## config.mk

```make
export PLATFORM = sky130hd
export DESIGN_NAME = mem_access_unit
export DESIGN_NICKNAME = d
export VERILOG_FILES = /design/src/rtl/mem_access_unit.sv
export SDC_FILE = /design/constraint.sdc
export NUM_CORES = 1
export LEC_CHECK = 0
export ABC_AREA = 1
export CAP_MARGIN = 20
export CORE_MARGIN = 2
export CORE_UTILIZATION = 45
export CTS_BUF_LIST = sky130_fd_sc_hd__clkbuf_4 sky130_fd_sc_hd__clkbuf_8
export DETAILED_ROUTE_END_ITERATION = 16
export MAX_ROUTING_LAYER = met4
export PLACE_DENSITY = 0.91
export SYNTH_ARGS = -nofsm -noshare
export SYNTH_HDL_FRONTEND = slang
export SYNTH_SLANG_ARGS = --single-unit
```

## constraint.sdc

```tcl
create_clock -name clk_i -period 2.1 [get_ports clk_i]
set_clock_uncertainty 0.1 [all_clocks]
set_input_delay 0.42 -clock clk_i [delete_from_list [all_inputs] [get_ports clk_i]]
set_output_delay 0.42 -clock clk_i [all_outputs]
set_load 0.03 [all_outputs]
```

## src/rtl/mem_access_unit.sv

```systemverilog
// Memory-stage access controller: issues EX_MEM loads/stores as request/ready
// transactions, stalls the pipeline meanwhile and formats load data for MEM_WB.
module mem_access_unit #(
   parameter int unsigned TIMEOUT_CYCLES = 255
) (
   input  logic        clk_i,
   input  logic        rst_i,
   input  logic        MemRead_i,
   input  logic        MemWrite_i,
   input  logic [2:0]  funct3_i,
   input  logic [31:0] addr_i,
   input  logic [31:0] wdata_i,
   output logic [31:0] MEMdata_o,
   output logic        stall_o,
   output logic        access_err_o,
   output logic        timeout_o,
   output logic        mem_req_o,
   output logic        mem_we_o,
   output logic [31:0] mem_addr_o,
   output logic [31:0] mem_wdata_o,
   output logic [3:0]  mem_be_o,
   input  logic        mem_ready_i,
   input  logic [31:0] mem_rdata_i
);

   localparam int unsigned CNT_W = 8;

   typedef enum logic [1:0] {IDLE, REQ, DONE} state_t;

   state_t             state, state_next;
   logic [CNT_W-1:0]   cnt;
   logic [2:0]         f3_q;
   logic [1:0]         off_q;
   logic               op_valid, bad_f3, misaligned, illegal, legal_op;
   logic               timeout_hit;
   logic [3:0]         be_next;
   logic [31:0]        wdata_next;
   logic [7:0]         rd_byte;
   logic [15:0]        rd_half;
   logic [31:0]        load_fmt;

   // Request decode and legality, only meaningful while IDLE
   always_comb begin
      op_valid   = MemRead_i ^ MemWrite_i;
      bad_f3     = MemRead_i ? (funct3_i inside {3'b011, 3'b110, 3'b111})
                             : !(funct3_i inside {3'b000, 3'b001, 3'b010});
      misaligned = ((funct3_i[1:0] == 2'b01) && addr_i[0]) ||
                   ((funct3_i[1:0] == 2'b10) && (addr_i[1:0] != 2'b00));
      illegal    = (MemRead_i & MemWrite_i) | (op_valid & (bad_f3 | misaligned));
      legal_op   = op_valid & ~illegal;
   end

   always_comb begin
      be_next    = 4'b1111;
      wdata_next = wdata_i;
      case (funct3_i[1:0])
         2'b00: begin
            be_next    = 4'b0001 << addr_i[1:0];
            wdata_next = {4{wdata_i[7:0]}};
         end
         2'b01: begin
            be_next    = 4'b0011 << addr_i[1:0];
            wdata_next = {2{wdata_i[15:0]}};
         end
         default: ;
      endcase
   end

   // Lane extraction and extension of the returned read word
   always_comb begin
      rd_byte  = mem_rdata_i[7:0];
      case (off_q)
         2'd1:    rd_byte = mem_rdata_i[15:8];
         2'd2:    rd_byte = mem_rdata_i[23:16];
         2'd3:    rd_byte = mem_rdata_i[31:24];
         default: rd_byte = mem_rdata_i[7:0];
      endcase
      rd_half  = off_q[1] ? mem_rdata_i[31:16] : mem_rdata_i[15:0];
      load_fmt = mem_rdata_i;
      case (f3_q)
         3'b000:  load_fmt = {{24{rd_byte[7]}}, rd_byte};
         3'b001:  load_fmt = {{16{rd_half[15]}}, rd_half};
         3'b100:  load_fmt = {24'd0, rd_byte};
         3'b101:  load_fmt = {16'd0, rd_half};
         default: load_fmt = mem_rdata_i;
      endcase
   end

   // A ready in the final counted cycle wins over the time-out
   assign timeout_hit = (state == REQ) && !mem_ready_i &&
                        (cnt == CNT_W'(TIMEOUT_CYCLES - 1));

   always_ff @(posedge clk_i) begin
      if (rst_i) state <= IDLE;
      else       state <= state_next;
   end

   always_comb begin
      state_next = state;
      case (state)
         IDLE:    if (legal_op) state_next = REQ;
         REQ:     if (mem_ready_i || timeout_hit) state_next = DONE;
         DONE:    state_next = IDLE;
         default: state_next = IDLE;
      endcase
   end

   always_comb begin
      stall_o      = 1'b0;
      access_err_o = 1'b0;
      mem_req_o    = 1'b0;
      case (state)
         IDLE: begin
            stall_o      = legal_op & ~rst_i;
            access_err_o = illegal & ~rst_i;
         end
         REQ: begin
            stall_o   = ~rst_i;
            mem_req_o = 1'b1;
         end
         default: ;
      endcase
   end

   always_ff @(posedge clk_i) begin
      if (rst_i) begin
         MEMdata_o   <= '0;
         timeout_o   <= 1'b0;
         mem_we_o    <= 1'b0;
         mem_addr_o  <= '0;
         mem_wdata_o <= '0;
         mem_be_o    <= '0;
         f3_q        <= '0;
         off_q       <= '0;
         cnt         <= '0;
      end else begin
         timeout_o <= timeout_hit;
         case (state)
            IDLE: if (legal_op) begin
               mem_we_o    <= MemWrite_i;
               mem_addr_o  <= {addr_i[31:2], 2'b00};
               mem_be_o    <= be_next;
               mem_wdata_o <= wdata_next;
               f3_q        <= funct3_i;
               off_q       <= addr_i[1:0];
               cnt         <= '0;
            end
            REQ: begin
               if (mem_ready_i) begin
                  if (!mem_we_o) MEMdata_o <= load_fmt;
               end else begin
                  cnt <= cnt + CNT_W'(1);
                  if (timeout_hit) MEMdata_o <= '0;
               end
            end
            default: ;
         endcase
      end
   end

endmodule
```

==> After elaboration in Yosys (flattened, before gate mapping) <==
Index checks and enable logic that the tools add are counted.
{ "word_totals": {"reg_bits": 115, "latch_bits": 0, "ram_bits": 0, "mem_bits_ro": 0, "in_bits": 104, "output_inout_bits": 105, "wordCells": 81, "n_memories": 0} }
{ "op_classes": {"addsub": 1, "n_mul": 0, "n_div": 0, "magnitude_cmp": 0, "n_eq_ne": 19, "shifts": 2, "n_mux": 18, "n_bitwise": 10, "reduce_logical": 21} }
{ "ops": {"columns": ["cell", "n"], "rows": [
  ["32-bit case mux with 4 select lines", 1],
  ["32-bit 2-to-1 mux", 3],
  ["32-bit case mux with 2 select lines", 1],
  ["8-bit case mux with 3 select lines", 1],
  ["16-bit 2-to-1 mux", 1],
  ["8-bit 2-to-1 mux", 2],
  ["8-bit case mux with 2 select lines", 1],
  ["3-bit == test (second input constant)", 4],
  ["8-bit by 1-bit adder with 8-bit output (second input constant)", 1],
  ["8-bit == test (second input constant)", 1],
  ["4-bit case mux with 2 select lines", 1],
  ["2-bit by 1-bit == test with 1-bit output (second input constant)", 3],
  ["2-bit == test (second input constant)", 3],
  ["3-bit by 1-bit == test with 1-bit output (second input constant)", 2],
  ["3-bit by 2-bit == test with 1-bit output (second input constant)", 2],
  ["3-bit zero test", 2],
  ["2-bit != test (second input constant)", 3],
  ["3-bit AND reduction", 2],
  ["2-bit nonzero test", 3],
  ["3-bit nonzero test", 2],
  ["1-bit bitwise AND", 5],
  ["1-bit logical AND", 4],
  ["2-bit zero test", 2],
  ["2-bit 2-to-1 mux", 2],
  ["other kinds (12)", 19]
]} }

==> Depth between registers and ports, before layout <==
Gate-level depths: netlist (run 1).
{ "logic_depth": {"word_depth": 11, "depth_mapped": 11, "depth_no_buf": 10} }

==> Least setup slack after synthesis (run 1) <==
No wires, ideal clock.
{ "synth_path": {"kind": "input port to output port", "start": "input funct3_i[1]", "end": "output stall_o", "arrival_time_ns": 1.663, "required_ns": 1.580, "setup_slack_ns": -0.083, "stages": 7, "path_buffers": 0, "cell_sequence": "inv_2 nand2_1 nand2_1 nand2_1 nor2_2 nand3_1 o31ai_1"} }
{ "synth_between": {"elab_chain_cells": 11, "word_cells_on_any_way": 22, "cone_classes": "7 x eq/ne; 2 x mux; 6 x bitwise; 7 x reduce/logical"} }
{ "synth_lines": {"columns": ["item", "line", "source"], "rows": [
  ["start: declaration", "10", "input logic [2:0] funct3_i,"],
  ["3-bit by 1-bit == test with 1-bit output, or another cell as far along", "46", ": !(funct3_i inside {3'b000, 3'b001, 3'b010});"],
  ["3-bit nonzero test", "46", null],
  ["1-bit zero test", "46", null],
  ["1-bit 2-to-1 mux", "45", "bad_f3 = MemRead_i ? (funct3_i inside {3'b011, 3'b110, 3'b111})"],
  ["1-bit OR (*)", "49", "illegal = (MemRead_i & MemWrite_i) | (op_valid & (bad_f3 | misaligned));"],
  ["1-bit bitwise AND (*)", "49", null],
  ["1-bit OR (*)", "49", null],
  ["1-bit NOT (*)", "50", "legal_op = op_valid & ~illegal;"],
  ["1-bit bitwise AND (*)", "50", null],
  ["1-bit bitwise AND (*)", "114", "stall_o = legal_op & ~rst_i;"],
  ["1-bit case mux with 2 select lines (*)", "112", "case (state)"],
  ["end: declaration", "14", "output logic stall_o,"]
]} }
Every way passes the cells marked *; elsewhere a longest branch is shown, timed or not.

==> Worst setup path after layout (run 1) <==
{ "layout_path": {"start": "register mem_wdata_o[8]", "end": "output mem_wdata_o[8]"} }
{ "layout_rtl": {"columns": ["item", "line", "source"], "rows": [
  ["start: declaration", "20", "output logic [31:0] mem_wdata_o,"],
  ["start signal: assignment", "143", "mem_wdata_o <= wdata_next;"]
]} }
No word-level cell between the ends.

==> out/qor.txt, run 1 <==
Min-Delay Endpoint - mem_wdata_o[21]$_SDFFE_PP0P_
Initial antenna violation count - 0
Hold Path Depth - 2
Unique masters post-synth - 33
Peak supply drop - 534 uV
Crit-path leading delay family - buffers and inverters
Layout area overhead - 53.3%
Worst setup path category - register to output pin
Slowest-stage cell, CP - clkdlybuf4s50_1
Total iterations of the first detailed-routing run - 6
Post-synth top area cell - dfxtp_1
Crit path max fanout - 2
Most common cell in the netlist - nand2_1
Total gr overflow - 0
Synthesized instance count - 769
Synth warn - 0
Final-report setup violation count - 0
Largest net degree at the start of global routing - 50
Hold_sp - rst_i
Vias in the first global route - 5599
Status - completed
Final worst slack - 0.0582 ns
Most used DFF post-synth - dfxtp_1
Worst-path cell chain - clkdlybuf4s50_1
First-pass GRT wire length - 26.7 mm
CTS tree - built
Initial core utilization - 46.2%
Max Clk Rate - 0.490 GHz
Hpwl dp - 12.0 mm
Asr flop ratio synth - 0%
Die footprint - 12600 sq um
Tmin final - 2.04 ns
Hold Buf Count CTS - 0
WP depth - 1
N_diodes - 0
Final period util - 97.2%
# nets final - 1094
RePlAce Congestion - 0.921
Row count - 39
Rel. slew slack - 61.0%
Clk pin slew, worst setup/hold paths - 0.07 ns
CTS root buffer - clkbuf_8
Number of clock sinks - 115
Core Area - 11400 sq um
CTS Buf Count - 17
Post-synth EDFFs - 0
Boundary pin count - 209
Die Wd - 112 um
Post-synth top area share - 43.6%
Filler cells - 920
# DRC - 0
Maximum Capacitance Violations - 0
Die height - 112 um
Buffers plus inverters on the worst setup path - 1
Setup TNS - 0 ns
Netlist Area Pre-Place - 5280 sq um
Via count - 6015
Max clock buf depth - 2
Area contributors post-synth - dfxtp_1 44%, nand2_1 11%, o21ai_0 10%, nor2_1 9.8%, a21oi_1 5.8%
Hold Path Class - primary input to register
Vias per inst - 5.26
Reg-to-Reg Start - off_q[1]$_SDFFE_PP0P_
Final Max Slew Viols - 0
Final Hold Vio Count - 0
Final ANT Viol Nets - 0
Critical Path Source - mem_wdata_o[8]$_SDFFE_PP0P_
Worst Path Required - 1.58 ns
Length in cells of the worst reg-to-reg path - 8
Leak pwr - 3.29 nW
Setup crit start kind - register
Syn_area_per_cell - 6.86 sq um
Routed WL - 16.8 mm
Least-Margin Pin Slew - 0.583 ns
R2R setup slack - 0.33 ns
Routed WL per cell - 14.7 um
Worst r2r dst - MEMdata_o[10]$_SDFFE_PP0P_
Arr. time, crit path - 1.52 ns
Clock latency on the worst-skew pair - 0.44 ns
Pwr dens - 704 nW/um^2
CP peak stage delay - 0.73 ns
Placement Setup Slack - -0.355 ns
Total power - 5.70 mW
Sequential area share after synthesis - 43.6%
Share of layout cells above drive strength 1 - 10.3%
PortBufs - 206
Crit path capture type - output pin
GRT Util Overall - 26.9%
Synthesized flop and latch total - 115
H-tree depth - 4
Synth top cells by count - 157 x nand2_1, 138 x nor2_1, 115 x dfxtp_1
DRT iter0 DRCs - 697
## how the worst max path moves through the flow
stage	to	slack (ns)
floorplan	stall_o	0.16
global route	stall_o	-0.01
finish	mem_wdata_o[8]	0.06
global placement	stall_o	-0.31
CTS	stall_o	0.003
detailed placement	stall_o	-0.35
## cell families after synthesis
kind of cell	count (synthesis)	share of synthesized area, %
AO/OA/AOI/OAI	194	19.4
XOR/XNOR	2	0.332
adder cells (fa/ha/maj)	3	0.711
buffers and inverters	93	7.54
flip-flops	115	43.6
other	1	0.0710
AND/OR/NAND/NOR	361	28.4
## cell usage in the layout, fill, tap and decap left out, types with 4 or more instances in the layout
cell type | Yosys | routed
o211ai_1 | 14 | 14
buf_12 | 0 | 6
dfxtp_1 | 115 | 115
nor2_1 | 138 | 136
clkbuf_8 | 0 | 21
inv_2 | 4 | 5
nand3_2 | 2 | 4
clkdlybuf4s50_1 | 0 | 194
clkbuf_2 | 1 | 5
a21oi_1 | 61 | 60
nand3_1 | 53 | 51
buf_4 | 4 | 38
clkinv_2 | 0 | 6
nand2_1 | 157 | 157
a31oi_1 | 5 | 5
o21ai_0 | 108 | 107
inv_1 | 36 | 35
## flip-flops by register name, summed over array words and instances (netlist names)
name	cells
mem_be_o	4
off_q	2
cnt	8
state	2
mem_we_o	1
f3_q	3
mem_addr_o	30
mem_wdata_o	32
timeout_o	1
MEMdata_o	32
## through the flow
stage,utilization [%],hold WS (ns),cell area [sq um],cells
after global placement,67.0,0.328,7650,1107
after global routing,70.9,0.242,8090,1143
after CTS,70.7,0.325,8080,1140
after detailed placement,67.0,0.334,7650,1107
after floorplan,-,0.339,5290,770
final,70.9,0.258,8090,1143
## power by group
group          internal, mW  total, mW  switching, mW
clock network          1.18       2.07          0.892
logic                 0.564       1.28          0.714
registers              2.29       2.35         0.0610
## layout make-up
type / count / area (sq um) / share of cell area, %
multi-input cells: 562 / 2630 / 32.5
repair buffers: 248 / 2420 / 29.9
flip-flops and latches: 115 / 2300 / 28.4
clock buffers: 22 / 297 / 3.66
well taps: 143 / 179 / 2.21
inverters: 43 / 161 / 1.99
clock inverters: 10 / 105 / 1.30
## per-layer routing
| metal | routed length (um) | vias up | part of all wire, % | track usage [%] |
|---|---|---|---|---|
| met4 | 473 | 0 | 2.8 | 10.3 |
| met1 | 7100 | 2702 | 42 | 33.6 |
| met2 | 7770 | 316 | 46 | 41.9 |
| met3 | 1430 | 41 | 8.5 | 6.91 |
| met5 | 0 | - | 0 | - |
| li1 | - | 2956 | - | - |
## timing repair
item                                    in CTS  in global routing
buffers inserted                             1                  3
pin swaps                                    3                  6
endpoints found under the setup margin       4                  1
endpoints found under the hold margin        0                  0
resized for setup                           16                 13
Note: power is estimated with default switching activity, not from simulation.
==> run 2, diff against run 1 <==
- HOLD_SLACK_MARGIN: not set -> 0.1
==> results of run 2 <==
The final DEF is identical to that of run 1; final timing and power are the same.
==> edit 1, RTL diff (flow settings as in run 2) <==
The 3 states of `state_t` get a one-hot encoding in 3 bits.
--- a/src/rtl/mem_access_unit.sv
+++ b/src/rtl/mem_access_unit.sv
@@ -25,7 +25,7 @@
 
    localparam int unsigned CNT_W = 8;
 
-   typedef enum logic [1:0] {IDLE, REQ, DONE} state_t;
+   typedef enum logic [2:0] {IDLE = 3'b001, REQ = 3'b010, DONE = 3'b100} state_t;
 
    state_t             state, state_next;
    logic [CNT_W-1:0]   cnt;
Check against the original RTL: no difference found for any inputs over 4 cycles, from zero or initial values and one cycle with rst_i high; so few cycles prove little.
==> edit 1 against run 2 <==
  * The flow now finishes with violations (negative setup slack)
  * Design area is 1.3% higher
  * Routed wire length is 4.1% higher
  * Worst setup slack lost 0.080 ns
  * Core utilization increased by 0.61 points
  * Sequential cell count rose by 1
  * Synthesized cell count fell by 0.65%
  * Hold slack improved by 0.020 ns
  * Power increased by 1.4%
  * Area after synthesis increased by 0.45%
  * Largest power group is now the clock network
  * Highest routed layer unchanged
==> edit 1: results (changes against run 2) <==
\begin{tabular}{lr}
\hline
Metric & Value \\
\hline
\multicolumn{2}{l}{\textbf{Pwr}} \\
\quad Internal power consumption & 4.25 mW (+5.4\%) \\
\quad Max VDD drop & 0.475 mV (-11\%) \\
\quad Leak pwr & 3.30 nW (+0.32\%) \\
\multicolumn{2}{l}{\textbf{GRT}} \\
\quad First-pass GRT wire length & 27.2 mm (+1.7\%) \\
\quad Global routing usage summed across all routing layers & 27.5\% (+0.66 points) \\
\quad Antenna violations before repair & 1 (+1) \\
\quad Number of global-route vias before repair & 5,605 (+0.11\%) \\
\quad Maximum number of pins on one net before global-route repair & 53 (+6.0\%) \\
\multicolumn{2}{l}{\textbf{Timing}} \\
\quad Worst hold margin & 0.278 ns (+0.0204 ns) \\
\quad \# setup viols final & 1 (+1) \\
\quad Headroom to the max-slew limit & 61.1\% (+0.082 points) \\
\quad Setup TNS & -0.0217 ns (-0.0217 ns) \\
\quad Worst-case setup margin in the final layout & -0.0217 ns (-0.0799 ns) \\
\multicolumn{2}{l}{\textbf{Placed design}} \\
\quad DP HPWL & 12.5 mm (+4.5\%) \\
\quad GP Congestion & 0.947 (+2.7\%) \\
\quad Place WS & -0.615 ns (-0.260 ns) \\
\multicolumn{2}{l}{\textbf{Critical path}} \\
\quad Source of the worst register-to-register timing path & cnt[1] \\
\quad Slowest stage delay, CP & 0.29 ns (-0.44 ns) \\
\quad Capture instance of the worst register-to-register path & MEMdata\_o[22] \\
\quad Family with the most delay on the worst path & buffers and inverters \\
\quad R2R setup slack & 0.32 ns \\
\quad Number of cells on the worst reg-to-reg path & 8 (unchanged) \\
\quad Maximum fanout encountered on the critical timing path & 2 (unchanged) \\
\quad Cell with the largest stage delay on the worst path & ha\_4 \\
\quad CP Data Arrival Time & 1.60 ns (+0.08 ns) \\
\multicolumn{2}{l}{\textbf{Route}} \\
\quad Pre-Repair DR Iteration Count & 5 (-1) \\
\quad Vias per cell & 5.31 (+0.90\%) \\
\quad DRT iter0 DRCs & 510 (-27\%) \\
\quad Total wire length after detailed routing & 17.5 mm (+4.1\%) \\
\multicolumn{2}{l}{\textbf{Layout}} \\
\quad Share of final-layout standard cells stronger than drive strength 1 & 11.0\% (+0.71 points) \\
\quad Final-layout fill cell count & 868 (-5.7\%) \\
\multicolumn{2}{l}{\textbf{Worst hold path}} \\
\quad Worst Min Path Start & funct3\_i[2] \\
\quad Hold worst-path end & f3\_q[2] \\
\quad Hold Path Stages & 3 (+1) \\
\multicolumn{2}{l}{\textbf{Run status}} \\
\quad Outcome & finished, violations left \\
\quad Failing checks & negative setup slack \\
\multicolumn{2}{l}{\textbf{Synthesis}} \\
\quad Top post-synthesis cells by count & nand2\_1, dfxtp\_1, nand3\_1 \\
\quad Post-synthesis sequential area ratio & 43.8\% (+0.18 points) \\
\quad Share of synthesized registers carrying an async set or reset & 0\% (unchanged) \\
\quad Largest cells by area after synthesis & dfxtp\_1, nand2\_1, nand3\_1 \\
\multicolumn{2}{l}{\textbf{Clock tree}} \\
\quad Worst-path clk slew & roughly 0.06 ns \\
\quad Library cell used as clock root buffer & clkbuf\_8 \\
\hline
\end{tabular}
==> edit 1: cell types whose count changed after synthesis, moves of 6 or more <==
cell	before	now
o21ai_0	108	35
a21oi_1	61	67
nand3_1	53	95
a21boi_0	0	8
nand2_1	157	234
nor2_1	138	56
o21ai_1	2	20
==> edit 1: cell families (layout without fill, tap and decap cells) <==
| family | count (synthesis) | count (layout) | synth area share (%) |
|---|---|---|---|
| xor+xnor | 2 | 2 | 0.330 |
| compound gates | 150 | 150 | 15.5 |
| fa+ha+maj | 3 | 3 | 0.708 |
| flops | 116 | 116 | 43.8 |
| buf+inv | 91 | 325 | 7.43 |
| simple gates | 401 | 401 | 32.2 |
| other cells | 1 | 3 | 0.0707 |
==> edit 1: repair_timing <==
action	4_1_cts	5_1_grt
gates resized for setup	21	18
endpoints found under the hold margin	0	0
pin swaps	3	3
buffers inserted	2	2
setup endpoints to repair	76	23
hold buffers	0	0
==> edit 1: final cells by class <==
cell class	instances	share of cell area (%)
Clock buffer	22	3.46
Tap cell	143	2.18
Clock inverter	9	2.15
Multi-Input combinational cell	558	32.2
Inverter	45	2.09
Timing Repair Buffer	249	29.5
Antenna cell	1	0.0305
Sequential cell	116	28.3
==> edit 1: how the worst max path moves through the flow <==
| stage | from | endpoint | slack (ns) | depth (start not counted) |
|---|---|---|---|---|
| after global placement | addr_i[0] | mem_wdata_o[15] | -0.51 | 9 |
| after detailed placement | addr_i[0] | mem_addr_o[7] | -0.61 | 9 |
| after floorplan | MemRead_i | stall_o | 0.14 | 6 |
| after global routing | state[1] | stall_o | -0.08 | 8 |
| after CTS | state[2] | stall_o | -0.06 | 7 |
| final | MemWrite_i | stall_o | -0.02 | 8 |
==> edit 1: power by group through the flow <==
stage	Sequential [mW]	Clock (mW)	Combinational (mW)
floorplan	2.48	0	0.402
global placement	2.37	0	0.995
detailed placement	2.37	0	1.01
CTS	2.32	2.42	1.02
global route	2.33	2.53	1.13
finish	2.32	2.41	1.05
==> edit 1: routing by layer <==
| layer | global-route usage, % | wire [µm] | up-vias | part of all wire [%] |
|---|---|---|---|---|
| li1 | - | - | 2951 | - |
| met1 | 32.2 | 6970 | 2756 | 40 |
| met2 | 45.9 | 8620 | 324 | 49 |
| met3 | 7.72 | 1500 | 38 | 8.6 |
| met4 | 8.70 | 363 | 0 | 2.1 |
| met5 | - | 0 | - | 0 |
==> edit 1: stage by stage <==
stage	instances	util, %	power, mW	area (µm²)
2_1_floorplan	765	-	2.88	5310
3_3_place_gp	1106	66.6	3.36	7640
3_5_place_dp	1106	66.6	3.38	7640
4_1_cts	1139	71.0	5.77	8150
5_1_grt	1143	71.5	5.99	8200
6_report	1143	71.5	5.78	8200
==> edit 1: worst min-delay path: stages <==
cell           delay (ns)
dlygate4sd2_1        0.21
nand3_1              0.07
o21ai_0              0.06
==> edit 2, RTL diff (config.mk and constraints of run 2) <==
Made on the original files. The localparam `CNT_W` goes from 8 to 12.
--- a/src/rtl/mem_access_unit.sv
+++ b/src/rtl/mem_access_unit.sv
@@ -23,7 +23,7 @@
    input  logic [31:0] mem_rdata_i
 );
 
-   localparam int unsigned CNT_W = 8;
+   localparam int unsigned CNT_W = 12;
 
    typedef enum logic [1:0] {IDLE, REQ, DONE} state_t;
 
Function: same outputs for any inputs over 4 cycles, from zero or initial values and one cycle with rst_i high; that may be too few to reach the edited logic, so the function may still have changed.
==> edit 2 against run 2 <==
  * Routed wire length increased by 8.0%
  * Worst setup slack got worse by 0.0077 ns
  * Via count increased by 4.9%
  * Highest routed layer unchanged
  * Area after synthesis increased by 5.6%
  * Clock power increased by 4%
  * Count of clock-buffer cells in the layout unchanged
  * Design area increased by 3.8%
  * Sequential cell count increased by 4
  * Sequential power increased by 3%
  * Power increased by 1.1%
==> edit 2: results (changes against run 2) <==
\begin{tabular}{lr}
\hline
Metric & Value \\
\hline
\multicolumn{2}{l}{\textbf{Pwr}} \\
\quad Leak pwr & 3.36 nW (+1.9\%) \\
\quad Max VDD drop & 0.482 mV (-9.6\%) \\
\multicolumn{2}{l}{\textbf{GRT}} \\
\quad Maximum number of pins on one net before global-route repair & 63 (+26\%) \\
\quad First-pass GRT wire length & 28.5 mm (+6.5\%) \\
\quad Number of global-route vias before repair & 5,943 (+6.1\%) \\
\quad Global routing usage summed across all routing layers & 28.2\% (+1.4 points) \\
\multicolumn{2}{l}{\textbf{Layout}} \\
\quad Share of final-layout standard cells stronger than drive strength 1 & 10.6\% (+0.34 points) \\
\quad Number of nets in the layout & 1,137 (+3.9\%) \\
\quad Final-layout fill cell count & 990 (+7.6\%) \\
\multicolumn{2}{l}{\textbf{Placed design}} \\
\quad Count of input and output buffers & 206 (unchanged) \\
\quad GP Congestion & 0.936 (+1.6\%) \\
\quad DP HPWL & 13.2 mm (+9.8\%) \\
\quad Place WS & -0.372 ns (-0.0169 ns) \\
\quad Inst Count DP & 1,174 (+6.1\%) \\
\quad Instance area after placement & 0.00791 mm² (+3.4\%) \\
\multicolumn{2}{l}{\textbf{Timing}} \\
\quad Headroom to the max-slew limit & 40.3\% (-21 points) \\
\multicolumn{2}{l}{\textbf{Route}} \\
\quad DRT iter0 DRCs & 601 (-14\%) \\
\quad Mean routed wirelength per cell & 15.0 µm (+1.9\%) \\
\quad Vias per cell & 5.21 (-1.0\%) \\
\quad Total wire length after detailed routing & 18.1 mm (+8.0\%) \\
\multicolumn{2}{l}{\textbf{Critical path}} \\
\quad Maximum fanout encountered on the critical timing path & 3 (+1) \\
\quad Cell with the largest stage delay on the worst path & ha\_4 \\
\quad Slowest stage delay, CP & 0.34 ns (-0.39 ns) \\
\multicolumn{2}{l}{\textbf{Synthesis}} \\
\quad Top post-synthesis cells by count & nand2\_1, nor2\_1, dfxtp\_1 \\
\quad Post-synthesis area per instance & 6.87 µm² (+0.13\%) \\
\quad Largest cells by area after synthesis & dfxtp\_1, nand2\_1, nor2\_1 \\
\quad Post-synthesis sequential area ratio & 42.7\% (-0.87 points) \\
\quad Netlist cell types & 31 (-6.1\%) \\
\multicolumn{2}{l}{\textbf{Run status}} \\
\quad Outcome & completed \\
\hline
\end{tabular}
==> edit 2: cell count changes after synthesis, sizes merged, moves of 5 or more <==
cell and change:
a21oi +19, buf +5, inv +5, nand2 +39, nand3 +10, nor2 -8, o21ai -34
==> edit 2: routing by layer <==
layer  global-route usage (%)  vias to the layer above  share of wire (%)
met4                     13.1                        0                3.8
li1                         -                     3085                  -
met2                     46.2                      303                 47
met3                     8.07                       62                8.8
met5                        -                        -                  0
met1                     31.9                     2857                 40
==> edit 2: logic make-up after synthesis <==
family	after synthesis	synth area share [%]
XOR/XNOR	7	1.10
AO/OA/AOI/OAI	180	17.2
AND/OR/NAND/NOR	402	29.9
adder cells (fa/ha/maj)	3	0.673
other	1	0.0673
flip-flops	119	42.7
buffers and inverters	99	8.31
==> edit 2: what timing repair did <==
item	CTS	global route
endpoints found under the hold margin	0	0
hold buffers	0	0
setup endpoints to repair	4	6
pin swaps	4	3
gates resized for setup	17	11
buffers inserted	3	2
==> edit 2: worst paths after layout <==
path / from / end / slack, ns
max: MemWrite_i / access_err_o / 0.05
min: rst_i / state[0] / 0.18
max reg2reg: cnt[0] / MEMdata_o[18] / 0.35
min reg2reg: mem_wdata_o[20] / mem_wdata_o[20] / 0.35
==> edit 2: layout make-up <==
| cell class | count | area, µm² | share of cell area, % |
|---|---|---|---|
| Clock buffer | 22 | 297 | 3.53 |
| Clock inverter | 10 | 118 | 1.40 |
| Inverter | 47 | 176 | 2.10 |
| Multi-Input combinational cell | 594 | 2790 | 33.2 |
| Sequential cell | 119 | 2380 | 28.4 |
| Tap cell | 168 | 210 | 2.50 |
| Timing Repair Buffer | 251 | 2430 | 28.9 |
==> edit 2: power breakdown <==
group          switching [mW]  internal, mW  total, mW
Clock                   0.955          1.20       2.15
Sequential             0.0577          2.35       2.41
Combinational           0.676         0.523       1.20
